$ cat src/rtl/dmem_arbiter.sv
// rtl/dmem_arbiter.sv - two-master data memory arbiter (IDLE/ACCESS/ACK), one RAM access per grant.
// Optional round-robin tie-break on simultaneous requests: define DMEM_ARB_RR_EN.
module dmem_arbiter #(
    parameter int ADDR_W = 10,
    parameter int DATA_W = 32
) (
    input  logic              clk,
    input  logic              clr,
    input  logic              m0_req,
    input  logic              m0_we,
    input  logic [ADDR_W-1:0] m0_addr,
    input  logic [DATA_W-1:0] m0_wdata,
    output logic              m0_ack,
    input  logic              m1_req,
    input  logic              m1_we,
    input  logic [ADDR_W-1:0] m1_addr,
    input  logic [DATA_W-1:0] m1_wdata,
    output logic              m1_ack,
    output logic [DATA_W-1:0] rdata,
    output logic              ram_sel,
    output logic              ram_str,
    output logic              ram_ld,
    output logic [ADDR_W-1:0] ram_addr,
    output logic [DATA_W-1:0] ram_wdata,
    input  logic [DATA_W-1:0] ram_rdata,
    output logic              busy
);

    typedef enum logic [1:0] {IDLE, ACCESS, ACK} state_t;

    state_t              state, state_nx;
    logic                grant_id;
    logic                lat_id;
    logic                lat_we;
    logic [ADDR_W-1:0]   lat_addr;
    logic [DATA_W-1:0]   lat_wdata;
    logic                any_req;

    assign any_req = m0_req | m1_req;

`ifdef DMEM_ARB_RR_EN
    // Stores "m0 was granted last"; reset value 0 means m1 is treated as last, so m0 wins the first tie.
    logic last_m0;

    always_ff @(posedge clk or posedge clr) begin
        if (clr)
            last_m0 <= 1'b0;
        else if (state == IDLE && any_req)
            last_m0 <= ~grant_id;
    end

    always_comb begin
        if (m0_req && m1_req)
            grant_id = last_m0;
        else
            grant_id = ~m0_req;
    end
`else
    always_comb begin
        grant_id = ~m0_req;
    end
`endif

    always_ff @(posedge clk or posedge clr) begin
        if (clr)
            state <= IDLE;
        else
            state <= state_nx;
    end

    always_ff @(posedge clk or posedge clr) begin
        if (clr) begin
            lat_id    <= 1'b0;
            lat_we    <= 1'b0;
            lat_addr  <= '0;
            lat_wdata <= '0;
        end else if (state == IDLE && any_req) begin
            lat_id    <= grant_id;
            lat_we    <= grant_id ? m1_we    : m0_we;
            lat_addr  <= grant_id ? m1_addr  : m0_addr;
            lat_wdata <= grant_id ? m1_wdata : m0_wdata;
        end
    end

    always_ff @(posedge clk or posedge clr) begin
        if (clr)
            rdata <= '0;
        else if (state == ACCESS && !lat_we)
            rdata <= ram_rdata;
    end

    // Strobes decode from state and latched registers only, so clr removes them asynchronously.
    always_comb begin
        state_nx  = state;
        ram_sel   = 1'b0;
        ram_str   = 1'b0;
        ram_ld    = 1'b0;
        ram_addr  = '0;
        ram_wdata = '0;
        m0_ack    = 1'b0;
        m1_ack    = 1'b0;
        case (state)
            IDLE: begin
                if (any_req)
                    state_nx = ACCESS;
            end
            ACCESS: begin
                ram_sel   = 1'b1;
                ram_str   = lat_we;
                ram_ld    = ~lat_we;
                ram_addr  = lat_addr;
                ram_wdata = lat_wdata;
                state_nx  = ACK;
            end
            ACK: begin
                m0_ack   = ~lat_id;
                m1_ack   = lat_id;
                state_nx = IDLE;
            end
            default: state_nx = IDLE;
        endcase
    end

    assign busy = (state != IDLE);

endmodule

$ cat config.mk
export PLATFORM = sky130hd
export DESIGN_NAME = dmem_arbiter
export DESIGN_NICKNAME = d
export VERILOG_FILES = /design/src/rtl/dmem_arbiter.sv
export SDC_FILE = /design/constraint.sdc
export NUM_CORES = 1
export LEC_CHECK = 0
export CORE_ASPECT_RATIO = 0.9
export CORE_UTILIZATION = 36
export DETAILED_ROUTE_END_ITERATION = 7
export GPL_TIMING_DRIVEN = 1
export PLACE_DENSITY = 0.81
export SYNTH_ARGS = -nofsm -noshare
export SYNTH_HDL_FRONTEND = slang
export SYNTH_SLANG_ARGS = --single-unit
$ cat constraint.sdc
create_clock -name clk -period 2.6 [get_ports clk]
set_clock_uncertainty 0.15 [all_clocks]
set_input_delay 0.39 -clock clk [delete_from_list [all_inputs] [get_ports clk]]
set_output_delay 0.39 -clock clk [all_outputs]
set_load 0.005 [all_outputs]
; ---- Yosys cells after proc, flatten, opt, wreduce, memory -nomap -nowiden
; Cells that the tools add are included.
[totals]
reg_bits = 78
inputBits = 122
output_inout_bits = 80
elab_cells = 30
[op_classes]
eq_ne = 3
n_mux = 12
bitwise_logic = 4
reduce_logical = 5
[ops]
columns = operator, count
row1 = 2-to-1 mux 32 bit, 2
row2 = 2-to-1 mux 10 bit, 2
row3 = 2-to-1 mux 1 bit, 6
row4 = case mux 2 bit (2 select lines), 1
row5 = inverter 1 bit, 3
row6 = == test 2 x 1 -> 1 bit (second input constant), 1
row7 = == test 2 bit (second input constant), 1
row8 = logical AND 1 bit, 2
row9 = zero test 2 bit, 1
row10 = 2-to-1 mux 2 bit, 1
row11 = inequality test 2 bit (second input constant), 1
row12 = nonzero test 2 bit, 1
row13 = zero test 1 bit, 1
row14 = bitwise OR 1 bit, 1

; ---- Depth between registers and ports, before layout
[logic_depth]
ltp_word = 3
mapped_depth = 6
depth_no_buf = 3

; ---- Least setup slack after synthesis
; No wires, ideal clock.
[synth_timing]
path_type = input to register
start = in m0_req
end = reg lat_addr[1]
setup_time_ps = 127
t_arrival_ps = 1382
t_required_ps = 2323
setup_slack_ps = 941
cell_stages = 4
path_buffers = 2
path_cell_list = buf_2 -> buf_2 -> mux2_2 -> mux2_1
[synth_between]
elab_chain_len = 2
elab_cells_between_ends = 3
classes_between = mux (1) / bitwise (1) / reduce/logical (1)
[synth_lines]
columns = element, line
row1 = from (decl), 9  ; input logic m0_req,
row2 = bitwise OR 1 bit, 39  ; assign any_req = m0_req | m1_req;
row3 = logical AND 1 bit, 77  ; end else if (state == IDLE && any_req) begin
row4 = to (signal assigned), 80  ; lat_addr <= grant_id ? m1_addr : m0_addr;
row5 = to (decl), 35  ; logic [ADDR_W-1:0] lat_addr;
; Parallel ways exist; a longest one is shown, timed or not.
; A chain may end at the register's enable or synchronous reset.

; ---- Worst setup path after layout
[layout_timing]
start = reg state[1]
end = out ram_addr[5]
[layout_between]
elab_chain_len = 2
[layout_lines]
columns = element, line
row1 = from (decl), 31  ; state_t state, state_nx;
row2 = from (signal assigned), 68  ; state <= state_nx;
row3 = == test 2 x 1 -> 1 bit, 102  ; case (state)
row4 = 2-to-1 mux 10 bit, 102
row5 = to (decl), 23  ; output logic [ADDR_W-1:0] ram_addr,
; No other way between the ends.

==> impl_metrics.json <==
{
  "status": "complete, but fails checks",
  "violations": "design-rule violations",
  "synth-seq-cells": 78,
  "drive_above_1_share_pct": 29.11,
  "p_switching_mw": 1.804,
  "layout_common_cells": "200 x clkdlybuf4s50_1, 82 x mux2_2, 78 x dfrtp_1",
  "finalHoldViolCount": 0,
  "max_stage_delay_ps": 520,
  "critical_path.startpoint": "state[1]",
  "yosysUniqueCellTypes": 17,
  "cp_max_fo": 20,
  "pwr-share-seq_pct": 33.5,
  "dp_slack_ps": 467.2,
  "netlist_instances": 269,
  "core_area_mm2": 0.01042,
  "grt_pass1_wl_um": 14500,
  "grt_start_max_net_pins": 55,
  "antenna_left": 0,
  "placed_cell_area_mm2": 0.006000,
  "cts.sinks": 78,
  "period_needed_ps": 2457,
  "hold_buffers": 0,
  "final_common_cell": "clkdlybuf4s50_1",
  "critical_path_class": "flip-flop to primary output",
  "r2r_start": "state[1]",
  "wl_per_cell_um": 15.22,
  "nets": 591,
  "dp_hpwl_um": 6972,
  "die_width_um": 112.0,
  "tightestPinTransition_ps": 558.9,
  "die_h_um": 101.0,
  "antenna_found_initial": 0,
  "power_density_mw_per_mm2": 1038,
  "drtIter0Drc": 87,
  "num_vias": 2777,
  "cts_made_buffers": 9,
  "final_util_pct": 60.13,
  "vdd_drop_max_uv": 497.3,
  "postRouteWirelength_um": 9179,
  "synth_nets": 391,
  "p_leak_nw": 2.573,
  "place_congestion": 0.6974,
  "grt_overflow": 0,
  "ys_top_cells_by_area": "dfrtp_1 50%, mux2_2 24%, mux2_4 11%",
  "crit_slowest_cell": "clkdlybuf4s50_1",
  "start_util_pct": 37.60,
  "clkLatencyLatePin_ps": 320,
  "drc": 13,
  "clock_power_share_pct": 17.1,
  "cts_setup_buffers": 0,
  "cts_tree": "yes",
  "netSwitchingFraction_pct": 27.74,
  "worstPathArrival_ps": 1920,
  "grt_usage_pct": 16.33,
  "synth_seq_area_share_pct": 49.81,
  "cp.buffers_inverters": 2,
  "p_comb_share_pct": 49.4,
  "setup_viol_count_final": 0,
  "synth_top_area_cell": "dfrtp_1",
  "hp-class": "input port to asynchronous set/reset pin",
  "htree_levels": 3,
  "n_antenna_cell": 0,
  "p_int_mw": 4.699,
  "grt_pass1_vias": 2913,
  "io_buffers": 201,
  "cts_root_buf": "clkbuf_16",
  "critical_path_required_ps": 2060,
  "tns_ps": 0,
  "num_rows": 35,
  "start_kind": "flip-flop",
  "syn_area_mm2": 0.003919,
  "pin_count": 202,
  "max_cap_viol_count": 0,
  "yosysWarnings": 0,
  "dieArea_mm2": 0.01131,
  "grt_setup_unrepaired": "no",
  "post_cts_resized": 0,
  "viasPerCell": 4.605,
  "worst_slack_ps": 143.2,
  "firstDrtPassIters": 6,
  "fin_crit_sh_pct": 94.49,
  "timing.fmax_mhz": 407.0,
  "syn_avg_cell_area_um2": 14.57,
  "slew_headroom_pct": 62.74,
  "cpLargestDelayFamily": "buffers and inverters",
  "syn2layout_area_growth_pct": 59.93,
  "synth.top_cell.area_share_pct": 49.81,
  "worst_setup_path_end_kind": "primary output",
  "crit_path_cell_trace": "nor2b_4, buf_4, and2_1, clkdlybuf4s50_1",
  "fin_area_mm2": 0.006267,
  "cts_max_path_buffers": 2,
  "drv_slew": 0,
  "path_clk_slew_ps": 60,
  "whs_ps": 229.4
}
==> layout make-up <==
type	instances	area (um^2)
Clock buffer	10	229.0
Clock inverter	6	38.79
Fill cell	856	4155
Inverter	2	8.758
Multi-Input combinational cell	170	1780
Sequential cell	78	1952
Tap cell	129	161.4
Timing Repair Buffer	208	2097
==> logic make-up after synthesis <==
| logic type | after synthesis | synth area share [%] |
|---|---|---|
| muxes | 118 | 36.69 |
| AOI/OAI and AO/OA | 3 | 0.4471 |
| and+or+nand+nor | 49 | 8.270 |
| buffers and inverters | 21 | 4.790 |
| DFF | 78 | 49.81 |
==> worst paths after layout <==
| path | end | slack, ps | depth (start not counted) |
|---|---|---|---|
| max in group asynchronous | lat_wdata[2] | 1440 | 3 |
| min in group clk | lat_addr[1] | 330 | 1 |
| worst max-delay path | ram_addr[5] | 140 | 4 |
| worst max register to register | rdata[9] | 600 | 4 |
| worst min-delay path | rdata[10] | 230 | 2 |
| worst min register to register | lat_addr[1] | 330 | 1 |
==> flip-flops by register name, indices dropped and copies added (netlist names) <==
register and count:
rdata 32, lat_we 1, lat_wdata 32, lat_id 1, state 2, lat_addr 10
==> through the flow <==
stage | cells | power [mW]
after CTS | 603 | 6.593
final | 603 | 6.503
after floorplan | 269 | 3.920
after global routing | 603 | 6.889
after global placement | 587 | 5.332
after detailed placement | 587 | 5.448
==> cells in the mapped netlist (all sizes together) <==
master  number
and3b        1
mux2       118
nor2         1
a21oi        2
o21a         1
buf         16
and2        43
and2b        1
nor3b        1
dfrtp       78
clkbuf       3
nor2b        2
inv          2
==> per-layer routing <==
layer,vias to the layer above,GRT usage [%],wire (um)
li1,1327,-,-
met1,1334,19.14,3711
met2,109,29.10,4662
met3,7,4.931,736
met4,0,4.615,69
met5,-,0,0
==> power by group through the flow <==
stage / combinational, mW / clock, mW / sequential [mW]
3_3_place_gp: 3.16 / 0 / 2.18
2_1_floorplan: 1.78 / 0 / 2.13
4_1_cts: 3.27 / 1.14 / 2.18
6_report: 3.21 / 1.11 / 2.18
5_1_grt: 3.44 / 1.19 / 2.26
3_5_place_dp: 3.26 / 0 / 2.18
(Power assumes the default switching activity.)
